File: config.mk
export PLATFORM = sky130hd
export DESIGN_NAME = wb_dma_mem_arbiter_flat
export DESIGN_NICKNAME = d
export VERILOG_FILES = /design/src/rtl/wb_dma_mem_arbiter_if.sv /design/src/rtl/wb_dma_mem_arbiter.sv /design/src/flat_wrapper.sv
export SDC_FILE = /design/constraint.sdc
export NUM_CORES = 1
export LEC_CHECK = 0
export BUFFER_PORTS_ARGS = -buffer_cell sky130_fd_sc_hd__buf_4
export CAP_MARGIN = 40
export CELL_PAD_IN_SITES_DETAIL_PLACEMENT = 1
export CELL_PAD_IN_SITES_GLOBAL_PLACEMENT = 1
export CORE_ASPECT_RATIO = 0.6
export CORE_MARGIN = 3
export CORE_UTILIZATION = 24
export DETAILED_ROUTE_END_ITERATION = 16
export GPL_TIMING_DRIVEN = 0
export PLACE_DENSITY_LB_ADDON = 0.12
export SLEW_MARGIN = 0
export SYNTH_ARGS = -nofsm -noshare
export SYNTH_HDL_FRONTEND = slang
export SYNTH_SLANG_ARGS = --single-unit
export TNS_END_PERCENT = 20
File: constraint.sdc
create_clock -name clk -period 5.62 [get_ports clk]
set_input_delay 0.562 -clock clk [delete_from_list [all_inputs] [get_ports clk]]
set_output_delay 0.562 -clock clk [all_outputs]
set_load 0.005 [all_outputs]
File: src/rtl/wb_dma_mem_arbiter_if.sv
// Wishbone master-to-slave link used on each side of the DMA memory arbiter.
// The master modport drives the request side; the slave modport returns data, ack and interrupt.
interface wb_dma_mem_arbiter_if;
  localparam int unsigned SEL_W = 4;
  localparam int unsigned ADR_W = 32;
  localparam int unsigned DAT_W = 32;

  logic             we;
  logic             stb;
  logic             cyc;
  logic [SEL_W-1:0] sel;
  logic [ADR_W-1:0] adr;
  logic [DAT_W-1:0] dat_w;
  logic [DAT_W-1:0] dat_r;
  logic             ack;
  logic             irq;

  modport master (
    output we, stb, cyc, sel, adr, dat_w,
    input  dat_r, ack, irq
  );

  modport slave (
    input  we, stb, cyc, sel, adr, dat_w,
    output dat_r, ack, irq
  );
endinterface

File: src/rtl/wb_dma_mem_arbiter.sv
// Shares one wishbone memory master port between two DMA masters: round-robin on
// contention, grant held for the whole cyc, watchdog revokes a grant stalled without ack.
module wb_dma_mem_arbiter #(
  parameter int unsigned TIMEOUT   = 1024,
  parameter int unsigned CNT_WIDTH = 16
) (
  input  logic                        clk,
  input  logic                        rst,
  wb_dma_mem_arbiter_if.slave         io_m0,
  wb_dma_mem_arbiter_if.slave         io_m1,
  wb_dma_mem_arbiter_if.master        io_mem,
  output logic [1:0]                  o_grant,
  output logic                        o_timeout
);

  typedef enum logic [1:0] {
    ST_IDLE   = 2'd0,
    ST_GRANT0 = 2'd1,
    ST_GRANT1 = 2'd2
  } state_t;

  localparam bit                   WDOG_EN  = (TIMEOUT > 0);
  localparam logic [CNT_WIDTH-1:0] CNT_LAST = (TIMEOUT > 0) ? CNT_WIDTH'(TIMEOUT - 1) : '0;
  localparam logic [CNT_WIDTH-1:0] CNT_MAX  = '1;

  state_t               r_state;
  state_t               w_next;
  logic [1:0]           r_grant;
  logic                 r_timeout;
  logic                 r_last;     // 1: m1 held the bus most recently
  logic [CNT_WIDTH-1:0] r_cnt;
  logic                 r_block0;
  logic                 r_block1;

  logic                 w_req0;
  logic                 w_req1;
  logic                 w_own_cyc;
  logic                 w_expire;

  // A master that was timed out stays out of arbitration until it drops cyc
  assign w_req0 = io_m0.cyc & ~r_block0;
  assign w_req1 = io_m1.cyc & ~r_block1;

  always_comb begin
    w_own_cyc = 1'b0;
    case (r_state)
      ST_GRANT0: w_own_cyc = io_m0.cyc;
      ST_GRANT1: w_own_cyc = io_m1.cyc;
      default:   w_own_cyc = 1'b0;
    endcase
  end

  // Ack on the threshold cycle wins over the watchdog
  assign w_expire = WDOG_EN && (r_state != ST_IDLE) && w_own_cyc &&
                    !io_mem.ack && (r_cnt == CNT_LAST);

  // State register
  always_ff @(posedge clk) begin
    if (rst) begin
      r_state   <= ST_IDLE;
      r_grant   <= 2'b00;
      r_timeout <= 1'b0;
    end else begin
      r_state   <= w_next;
      r_grant   <= {w_next == ST_GRANT1, w_next == ST_GRANT0};
      r_timeout <= w_expire;
    end
  end

  // Next-state logic
  always_comb begin
    w_next = r_state;
    case (r_state)
      ST_IDLE: begin
        if (w_req0 && w_req1)
          w_next = r_last ? ST_GRANT0 : ST_GRANT1;
        else if (w_req0)
          w_next = ST_GRANT0;
        else if (w_req1)
          w_next = ST_GRANT1;
      end
      ST_GRANT0: begin
        if (!io_m0.cyc || w_expire)
          w_next = w_req1 ? ST_GRANT1 : ST_IDLE;
      end
      ST_GRANT1: begin
        if (!io_m1.cyc || w_expire)
          w_next = w_req0 ? ST_GRANT0 : ST_IDLE;
      end
      default: w_next = ST_IDLE;
    endcase
  end

  // Round-robin history, watchdog counter and block flags
  always_ff @(posedge clk) begin
    if (rst) begin
      r_last   <= 1'b1;
      r_cnt    <= '0;
      r_block0 <= 1'b0;
      r_block1 <= 1'b0;
    end else begin
      if (r_state == ST_GRANT0 && w_next != ST_GRANT0)
        r_last <= 1'b0;
      else if (r_state == ST_GRANT1 && w_next != ST_GRANT1)
        r_last <= 1'b1;

      if (w_next != r_state || r_state == ST_IDLE || io_mem.ack)
        r_cnt <= '0;
      else if (r_cnt != CNT_MAX)
        r_cnt <= r_cnt + CNT_WIDTH'(1);

      if (w_expire && r_state == ST_GRANT0)
        r_block0 <= 1'b1;
      else if (!io_m0.cyc)
        r_block0 <= 1'b0;

      if (w_expire && r_state == ST_GRANT1)
        r_block1 <= 1'b1;
      else if (!io_m1.cyc)
        r_block1 <= 1'b0;
    end
  end

  // Output routing: mux on the registered grant; non-granted side sees zeros
  always_comb begin
    io_mem.we    = 1'b0;
    io_mem.stb   = 1'b0;
    io_mem.cyc   = 1'b0;
    io_mem.sel   = '0;
    io_mem.adr   = '0;
    io_mem.dat_w = '0;
    io_m0.ack    = 1'b0;
    io_m0.dat_r  = '0;
    io_m1.ack    = 1'b0;
    io_m1.dat_r  = '0;
    io_m0.irq    = io_mem.irq;
    io_m1.irq    = io_mem.irq;
    case (r_state)
      ST_GRANT0: begin
        io_mem.we    = io_m0.we;
        io_mem.stb   = io_m0.stb;
        io_mem.cyc   = io_m0.cyc;
        io_mem.sel   = io_m0.sel;
        io_mem.adr   = io_m0.adr;
        io_mem.dat_w = io_m0.dat_w;
        io_m0.ack    = io_mem.ack;
        io_m0.dat_r  = io_mem.dat_r;
      end
      ST_GRANT1: begin
        io_mem.we    = io_m1.we;
        io_mem.stb   = io_m1.stb;
        io_mem.cyc   = io_m1.cyc;
        io_mem.sel   = io_m1.sel;
        io_mem.adr   = io_m1.adr;
        io_mem.dat_w = io_m1.dat_w;
        io_m1.ack    = io_mem.ack;
        io_m1.dat_r  = io_mem.dat_r;
      end
      default: ;
    endcase
  end

  assign o_grant   = r_grant;
  assign o_timeout = r_timeout;

endmodule

File: src/flat_wrapper.sv
// flat-port wrapper written by rule: the top's interface ports become plain ports
module wb_dma_mem_arbiter_flat 
#(
  parameter int unsigned TIMEOUT   = 1024,
  parameter int unsigned CNT_WIDTH = 16
)
  (clk, rst, o_grant, o_timeout, io_m0_we, io_m0_stb, io_m0_cyc, io_m0_sel, io_m0_adr, io_m0_dat_w, io_m0_dat_r, io_m0_ack, io_m0_irq, io_m1_we, io_m1_stb, io_m1_cyc, io_m1_sel, io_m1_adr, io_m1_dat_w, io_m1_dat_r, io_m1_ack, io_m1_irq, io_mem_we, io_mem_stb, io_mem_cyc, io_mem_sel, io_mem_adr, io_mem_dat_w, io_mem_dat_r, io_mem_ack, io_mem_irq);
  wb_dma_mem_arbiter_if io_m0_i ();
  wb_dma_mem_arbiter_if io_m1_i ();
  wb_dma_mem_arbiter_if io_mem_i ();
  input  logic clk;
  input  logic rst;
  output logic [1:0] o_grant;
  output logic o_timeout;
  input wire logic [$bits(io_m0_i.we)-1:0] io_m0_we;
  input wire logic [$bits(io_m0_i.stb)-1:0] io_m0_stb;
  input wire logic [$bits(io_m0_i.cyc)-1:0] io_m0_cyc;
  input wire logic [$bits(io_m0_i.sel)-1:0] io_m0_sel;
  input wire logic [$bits(io_m0_i.adr)-1:0] io_m0_adr;
  input wire logic [$bits(io_m0_i.dat_w)-1:0] io_m0_dat_w;
  output wire logic [$bits(io_m0_i.dat_r)-1:0] io_m0_dat_r;
  output wire logic [$bits(io_m0_i.ack)-1:0] io_m0_ack;
  output wire logic [$bits(io_m0_i.irq)-1:0] io_m0_irq;
  input wire logic [$bits(io_m1_i.we)-1:0] io_m1_we;
  input wire logic [$bits(io_m1_i.stb)-1:0] io_m1_stb;
  input wire logic [$bits(io_m1_i.cyc)-1:0] io_m1_cyc;
  input wire logic [$bits(io_m1_i.sel)-1:0] io_m1_sel;
  input wire logic [$bits(io_m1_i.adr)-1:0] io_m1_adr;
  input wire logic [$bits(io_m1_i.dat_w)-1:0] io_m1_dat_w;
  output wire logic [$bits(io_m1_i.dat_r)-1:0] io_m1_dat_r;
  output wire logic [$bits(io_m1_i.ack)-1:0] io_m1_ack;
  output wire logic [$bits(io_m1_i.irq)-1:0] io_m1_irq;
  output wire logic [$bits(io_mem_i.we)-1:0] io_mem_we;
  output wire logic [$bits(io_mem_i.stb)-1:0] io_mem_stb;
  output wire logic [$bits(io_mem_i.cyc)-1:0] io_mem_cyc;
  output wire logic [$bits(io_mem_i.sel)-1:0] io_mem_sel;
  output wire logic [$bits(io_mem_i.adr)-1:0] io_mem_adr;
  output wire logic [$bits(io_mem_i.dat_w)-1:0] io_mem_dat_w;
  input wire logic [$bits(io_mem_i.dat_r)-1:0] io_mem_dat_r;
  input wire logic [$bits(io_mem_i.ack)-1:0] io_mem_ack;
  input wire logic [$bits(io_mem_i.irq)-1:0] io_mem_irq;
  assign io_m0_i.we = io_m0_we;
  assign io_m0_i.stb = io_m0_stb;
  assign io_m0_i.cyc = io_m0_cyc;
  assign io_m0_i.sel = io_m0_sel;
  assign io_m0_i.adr = io_m0_adr;
  assign io_m0_i.dat_w = io_m0_dat_w;
  assign io_m0_dat_r = io_m0_i.dat_r;
  assign io_m0_ack = io_m0_i.ack;
  assign io_m0_irq = io_m0_i.irq;
  assign io_m1_i.we = io_m1_we;
  assign io_m1_i.stb = io_m1_stb;
  assign io_m1_i.cyc = io_m1_cyc;
  assign io_m1_i.sel = io_m1_sel;
  assign io_m1_i.adr = io_m1_adr;
  assign io_m1_i.dat_w = io_m1_dat_w;
  assign io_m1_dat_r = io_m1_i.dat_r;
  assign io_m1_ack = io_m1_i.ack;
  assign io_m1_irq = io_m1_i.irq;
  assign io_mem_we = io_mem_i.we;
  assign io_mem_stb = io_mem_i.stb;
  assign io_mem_cyc = io_mem_i.cyc;
  assign io_mem_sel = io_mem_i.sel;
  assign io_mem_adr = io_mem_i.adr;
  assign io_mem_dat_w = io_mem_i.dat_w;
  assign io_mem_i.dat_r = io_mem_dat_r;
  assign io_mem_i.ack = io_mem_ack;
  assign io_mem_i.irq = io_mem_irq;
  wb_dma_mem_arbiter #(.TIMEOUT(TIMEOUT), .CNT_WIDTH(CNT_WIDTH)) u_core (.clk(clk), .rst(rst), .io_m0(io_m0_i), .io_m1(io_m1_i), .io_mem(io_mem_i), .o_grant(o_grant), .o_timeout(o_timeout));
endmodule
; Word level (Yosys, flattened, before mapping)
; Cells that the tools add are included.
[totals]
ff_bits = 24
elab_cells = 67
inputBits = 178
out_inout_bits = 142
[classes]
eq_ne = 11
add_sub_neg = 1
n_reduce_logical = 19
bitwise_logic = 4
muxes = 25
[ops]
columns = cell, n
row1 = $pmux 32 s2, 2
row2 = $mux 32, 2
row3 = $add 16x1->16 const B, 1
row4 = $eq 16x10->1 const B, 1
row5 = $ne 16x16->1 const B, 1
row6 = $mux 2, 7
row7 = $mux 1, 9
row8 = $logic_and 1x1->1, 8
row9 = $pmux 4 s2, 1
row10 = $ne 2x1->1 const B, 3
row11 = $pmux 1 s2, 3
row12 = $pmux 2 s3, 1
row13 = $eq 2x1->1 const B, 2
row14 = $eq 2x2->1 const B, 2
row15 = $logic_or 1x1->1, 4
row16 = $reduce_bool 2->1, 2
row17 = $logic_not 1->1, 3
row18 = $and 1x1->1, 2
row19 = $logic_not 2->1, 1
row20 = $ne 2x2->1, 1
row21 = $ne 2x2->1 const B, 1
row22 = $not 1->1, 2
row23 = $reduce_or 2->1, 1

; Logic depth before layout (Yosys ltp)
[depth]
depth_word = 12
ltp_mapped = 10
ltp_nobuf = 8

; Worst setup path before layout
; Ideal clock, no wire load.
[synth_path]
path_kind = reg-to-reg
from = register u_core.r_state[1]
to = register u_core.r_cnt[15]
setup_time_ns = 0.073
stages_incl_launch_ff = 11
required_ns = 5.547
slack_ns = 2.972
period_less_slack_ns = 2.648
n_path_buf = 2
t_arrival_ns = 2.575
cell_sequence = dfxtp_1 inv_1 ha_1 buf_6 nor4b_4 nand3_2 or4_1 and3_4 mux2_4 buf_12 nor3_4
[synth_via]
elab_chain_cells = 12
word_cells_on_any_way = 20
classes_between = 3 x eq/ne / 7 x mux / 10 x reduce/logical
[synth_lines]
columns = item, line_no
row1 = from (decl), wb_dma_mem_arbiter.sv:26  ; state_t r_state;
row2 = from (signal assigned), wb_dma_mem_arbiter.sv:64  ; r_state <= w_next;
row3 = $eq 2x2->1 or $eq 2x1->1 (tied branches), "wb_dma_mem_arbiter.sv:46, wb_dma_mem_arbiter.sv:73"
row4 = $pmux 1 s2, wb_dma_mem_arbiter.sv:46  ; case (r_state)
row5 = $logic_and 1x1->1 (2 in a row), wb_dma_mem_arbiter.sv:54  ; assign w_expire = WDOG_EN && (r_state != ST_IDLE) && w_own_cyc &&
row6 = $logic_and 1x1->1, wb_dma_mem_arbiter.sv:55  ; !io_mem.ack && (r_cnt == CNT_LAST);
row7 = "$logic_or 1x1->1, on equally long branches", "wb_dma_mem_arbiter.sv:87, wb_dma_mem_arbiter.sv:83"
row8 = "$mux 2, on equally long branches", "wb_dma_mem_arbiter.sv:87, wb_dma_mem_arbiter.sv:83"
row9 = $pmux 2 s3, wb_dma_mem_arbiter.sv:73  ; case (r_state)
row10 = $ne 2x2->1, wb_dma_mem_arbiter.sv:107  ; if (w_next != r_state || r_state == ST_IDLE || io_mem.ack)
row11 = $logic_or 1x1->1 (*) (2 in a row), wb_dma_mem_arbiter.sv:107
row12 = $reduce_or 2->1 (no source line) (*), n/a
row13 = to (signal assigned), wb_dma_mem_arbiter.sv:110  ; r_cnt <= r_cnt + CNT_WIDTH'(1);
row14 = to (decl), wb_dma_mem_arbiter.sv:31  ; logic [CNT_WIDTH-1:0] r_cnt;
; Every way passes the cells marked *; elsewhere a longest branch is shown, timed or not.
; A chain may end at the register's enable or synchronous reset.

; Worst setup path after layout
[layout_path]
from = register u_core.r_state[1]
to = output io_mem_dat_w[1]
[layout_via]
elab_chain_cells = 2
word_cells_on_any_way = 3
classes_between = 2 x eq/ne / 1 x mux
[layout_lines]
columns = item, line_no
row1 = $eq 2x2->1 or $eq 2x1->1 (tied branches), wb_dma_mem_arbiter.sv:138  ; case (r_state)
row2 = $pmux 32 s2 (*), wb_dma_mem_arbiter.sv:138
row3 = to (decl), flat_wrapper.sv:38  ; output wire logic [$bits(io_mem_i.dat_w)-1:0] io_mem_dat_w;
; Marked as above.

==> impl_metrics.json <==
{
  "seq_area_frac_synth": 0.1635,
  "cp-start-kind": "register",
  "clkLatencyLatePin_ns": 0.26,
  "rsz0062_at_grt": "no",
  "drive_gt1_frac": 0.4790,
  "final.period_utilization": 0.6164,
  "antenna_found_initial": 0,
  "cts-root-buf": "clkbuf_16",
  "die-area_sq_um": 13650,
  "synth_compound_area_frac": 0.2240,
  "relSlewSlack": 0.5948,
  "grt_use_met1": 0.2681,
  "tightest_slew_ns": 0.6079,
  "use_met3": 0.06568,
  "fmax_mhz": 288.7,
  "worst-path-max-fanout": 10,
  "setup_violations": 0,
  "drv_slew": 0,
  "post_synth.cell_area_avg_sq_um": 7.475,
  "stdcell_count": 874,
  "postRouteAntennaNets": 0,
  "required_ns": 5.06,
  "cts_htree_levels": 1,
  "gp_congestion": 0.9227,
  "ys_types": 51,
  "grt_pass1_wl_mm": 26.80,
  "overflow": 0,
  "core-area_sq_um": 11640,
  "finalHoldViolations": 0,
  "post_cts_buffers": 0,
  "numCtsBuffers": 3,
  "track_usage": 0.2464,
  "cts_tree": "built",
  "hold_path.class": "register to register",
  "netlist_instances": 393,
  "antenna_cells": 0,
  "drt_pass1_iterations": 5,
  "async_reset_ff_frac": 0,
  "dieHeight_um": 91.70,
  "clk_pin_slew_ns": 0.07,
  "syn_nets": 576,
  "synthMuxAreaShare": 0.01533,
  "worstPathArrival_ns": 2.90,
  "dp.final_hpwl_mm": 15.52,
  "finalPower_uw": 1049,
  "cts_resized": 0,
  "ctsHoldBuffers": 0,
  "synth-simple-area-share": 0.4757,
  "gr-usage-met2": 0.4768,
  "drc": 0,
  "min_period_ns": 3.464,
  "vdd.ir_drop.worst_v": 0.0001259,
  "pin_count": 320,
  "status": "complete, no violations",
  "clockBufferDepth": 2,
  "end_kind": "output port",
  "maxCapViolCount": 0,
  "ys_ff_latch": 24,
  "power_density_nw_per_um2": 187.1,
  "grt_pass1_vias": 4700,
  "synthXorXnorAreaFrac": 0.03279,
  "synth_area_sq_um": 2938,
  "fin_skew_ns": 0.002902,
  "synthAdderAreaFrac": 0.02129,
  "clock-sinks": 24,
  "start_util": 0.2525,
  "drt_wl_total_mm": 18.01,
  "vias": 4302,
  "top_usage_layer": "met2",
  "synth_top_family_by_area": "simple AND/OR/NAND/NOR gates",
  "yosys_warnings": 0,
  "area_growth_pct": 90.84,
  "io_buffer_count": 317,
  "wl_per_cell_um": 20.61,
  "place_inst": 870,
  "drt_iter0_markers": 179,
  "setup.worst_path.class": "register to output port",
  "synth_edf_count": 0,
  "synthFlopType": "dfxtp_1",
  "leakage_uw": 0.002511,
  "fin_setup_tns_ns": 0,
  "grt_max_degree": 14,
  "final_util": 0.4818,
  "core.rowCount": 30,
  "viasPerCell": 4.922,
  "nets": 898,
  "die_x_um": 148.8
}
[where the power goes]
part	total [uW]	switching, uW	internal (uW)
clock network	173	64.3	109
registers	186	8.28	178
logic	690	331	358
[layout make-up]
cell class	instances	area [sq um]
Timing Repair Buffer	317	2380
Sequential cell	24	480.5
Clock buffer	4	88.84
Inverter	5	18.77
Buffer	39	178.9
Tap cell	160	200.2
Multi-Input combinational cell	325	2260
Fill cell	1511	6030
[flip-flops by register name, summed over array words and instances (netlist names)]
signal	cells
u_core.r_state	2
u_core.o_timeout	1
u_core.r_cnt	16
u_core.r_block1	1
u_core.o_grant	2
u_core.r_last	1
u_core.r_block0	1
[per-layer routing]
layer	wire length, um	vias up
li1	-	2037
met5	0	-
met3	1568	24
met2	9560	207
met4	394	0
met1	6488	2034
[final timing paths]
check / endpoint / cells after the start / slack (ns) / start
min reg2reg: u_core.r_cnt[6]$_SDFFE_PP0P_ / 2 / 0.56 / u_core.r_cnt[6]$_SDFFE_PP0P_
min: u_core.r_cnt[6]$_SDFFE_PP0P_ / 2 / 0.56 / u_core.r_cnt[6]$_SDFFE_PP0P_
max reg2reg: u_core.r_cnt[3]$_SDFFE_PP0P_ / 8 / 2.46 / u_core.r_state[1]$_SDFF_PP0_
max: io_mem_dat_w[1] / 7 / 2.16 / u_core.r_state[1]$_SDFF_PP0_
[cells by family after synthesis]
family | after synthesis
AOI/OAI and AO/OA | 89
xor gates and xnor gates | 11
adders and majority gates | 5
buffers and inverters | 44
DFF | 24
muxes | 4
and+or+nand+nor | 216
[critical path, cell delays in order, from the launching register on]
cell and delay (ns):
dfxtp_1 0.52, ha_1 0.22, clkbuf_1 0.47, clkbuf_1 0.44, clkbuf_1 0.49, a22oi_1 0.18, nor2b_1 0.17, buf_4 0.14
[per-stage QoR]
step	cell area, sq um	setup WS [ns]	hold WS [ns]
global route	5607	1.909	0.6187
global placement	5518	2.470	0.5179
finish	5607	2.156	0.5633
floorplan	2938	2.972	0.4840
CTS	5607	2.142	0.5738
detailed placement	5518	2.432	0.5617
[Yosys cell counts, drive strengths merged (2+ instances only)]
cell type,n,area (sq um)
inv,5,18.77
xor2,3,26.28
nand3b,2,15.01
nand2b,3,18.77
nand2,6,22.52
xnor2,8,70.07
buf,8,62.55
a21oi,3,15.01
nor4b,4,50.05
ha,5,62.56
o21ai,3,15.01
o211ai,2,15.01
nor4,4,25.02
and2,71,444.2
nor2b,71,444.2
nand3,10,55.05
nor2,6,22.52
a22oi,74,555.5
dfxtp,24,480.5
nor3,25,186.4
mux2i,3,30.03
and3,5,36.28
clkbuf,31,116.4
[cells in the final DEF, fill, tap and decap left out, types with 2 or more instances in the layout]
cell,netlist,layout
clkbuf_1,31,31
dfxtp_1,24,24
nor2_1,6,6
xor2_1,3,3
mux2i_1,3,3
nand2_1,6,6
a22oi_1,74,74
nand3b_1,2,2
nor3_1,14,14
clkbuf_16,0,3
o211ai_1,2,2
nor4_1,4,4
a21oi_1,3,3
ha_1,5,5
nor3_2,10,10
nand3_1,9,9
buf_1,3,3
nor4b_1,3,3
and3_1,4,4
nand2b_1,3,3
o21ai_0,2,2
and2_1,70,70
inv_1,5,5
nor2b_1,71,71
xnor2_1,8,8
buf_4,2,319
Note: power is estimated with default switching activity, not from simulation.
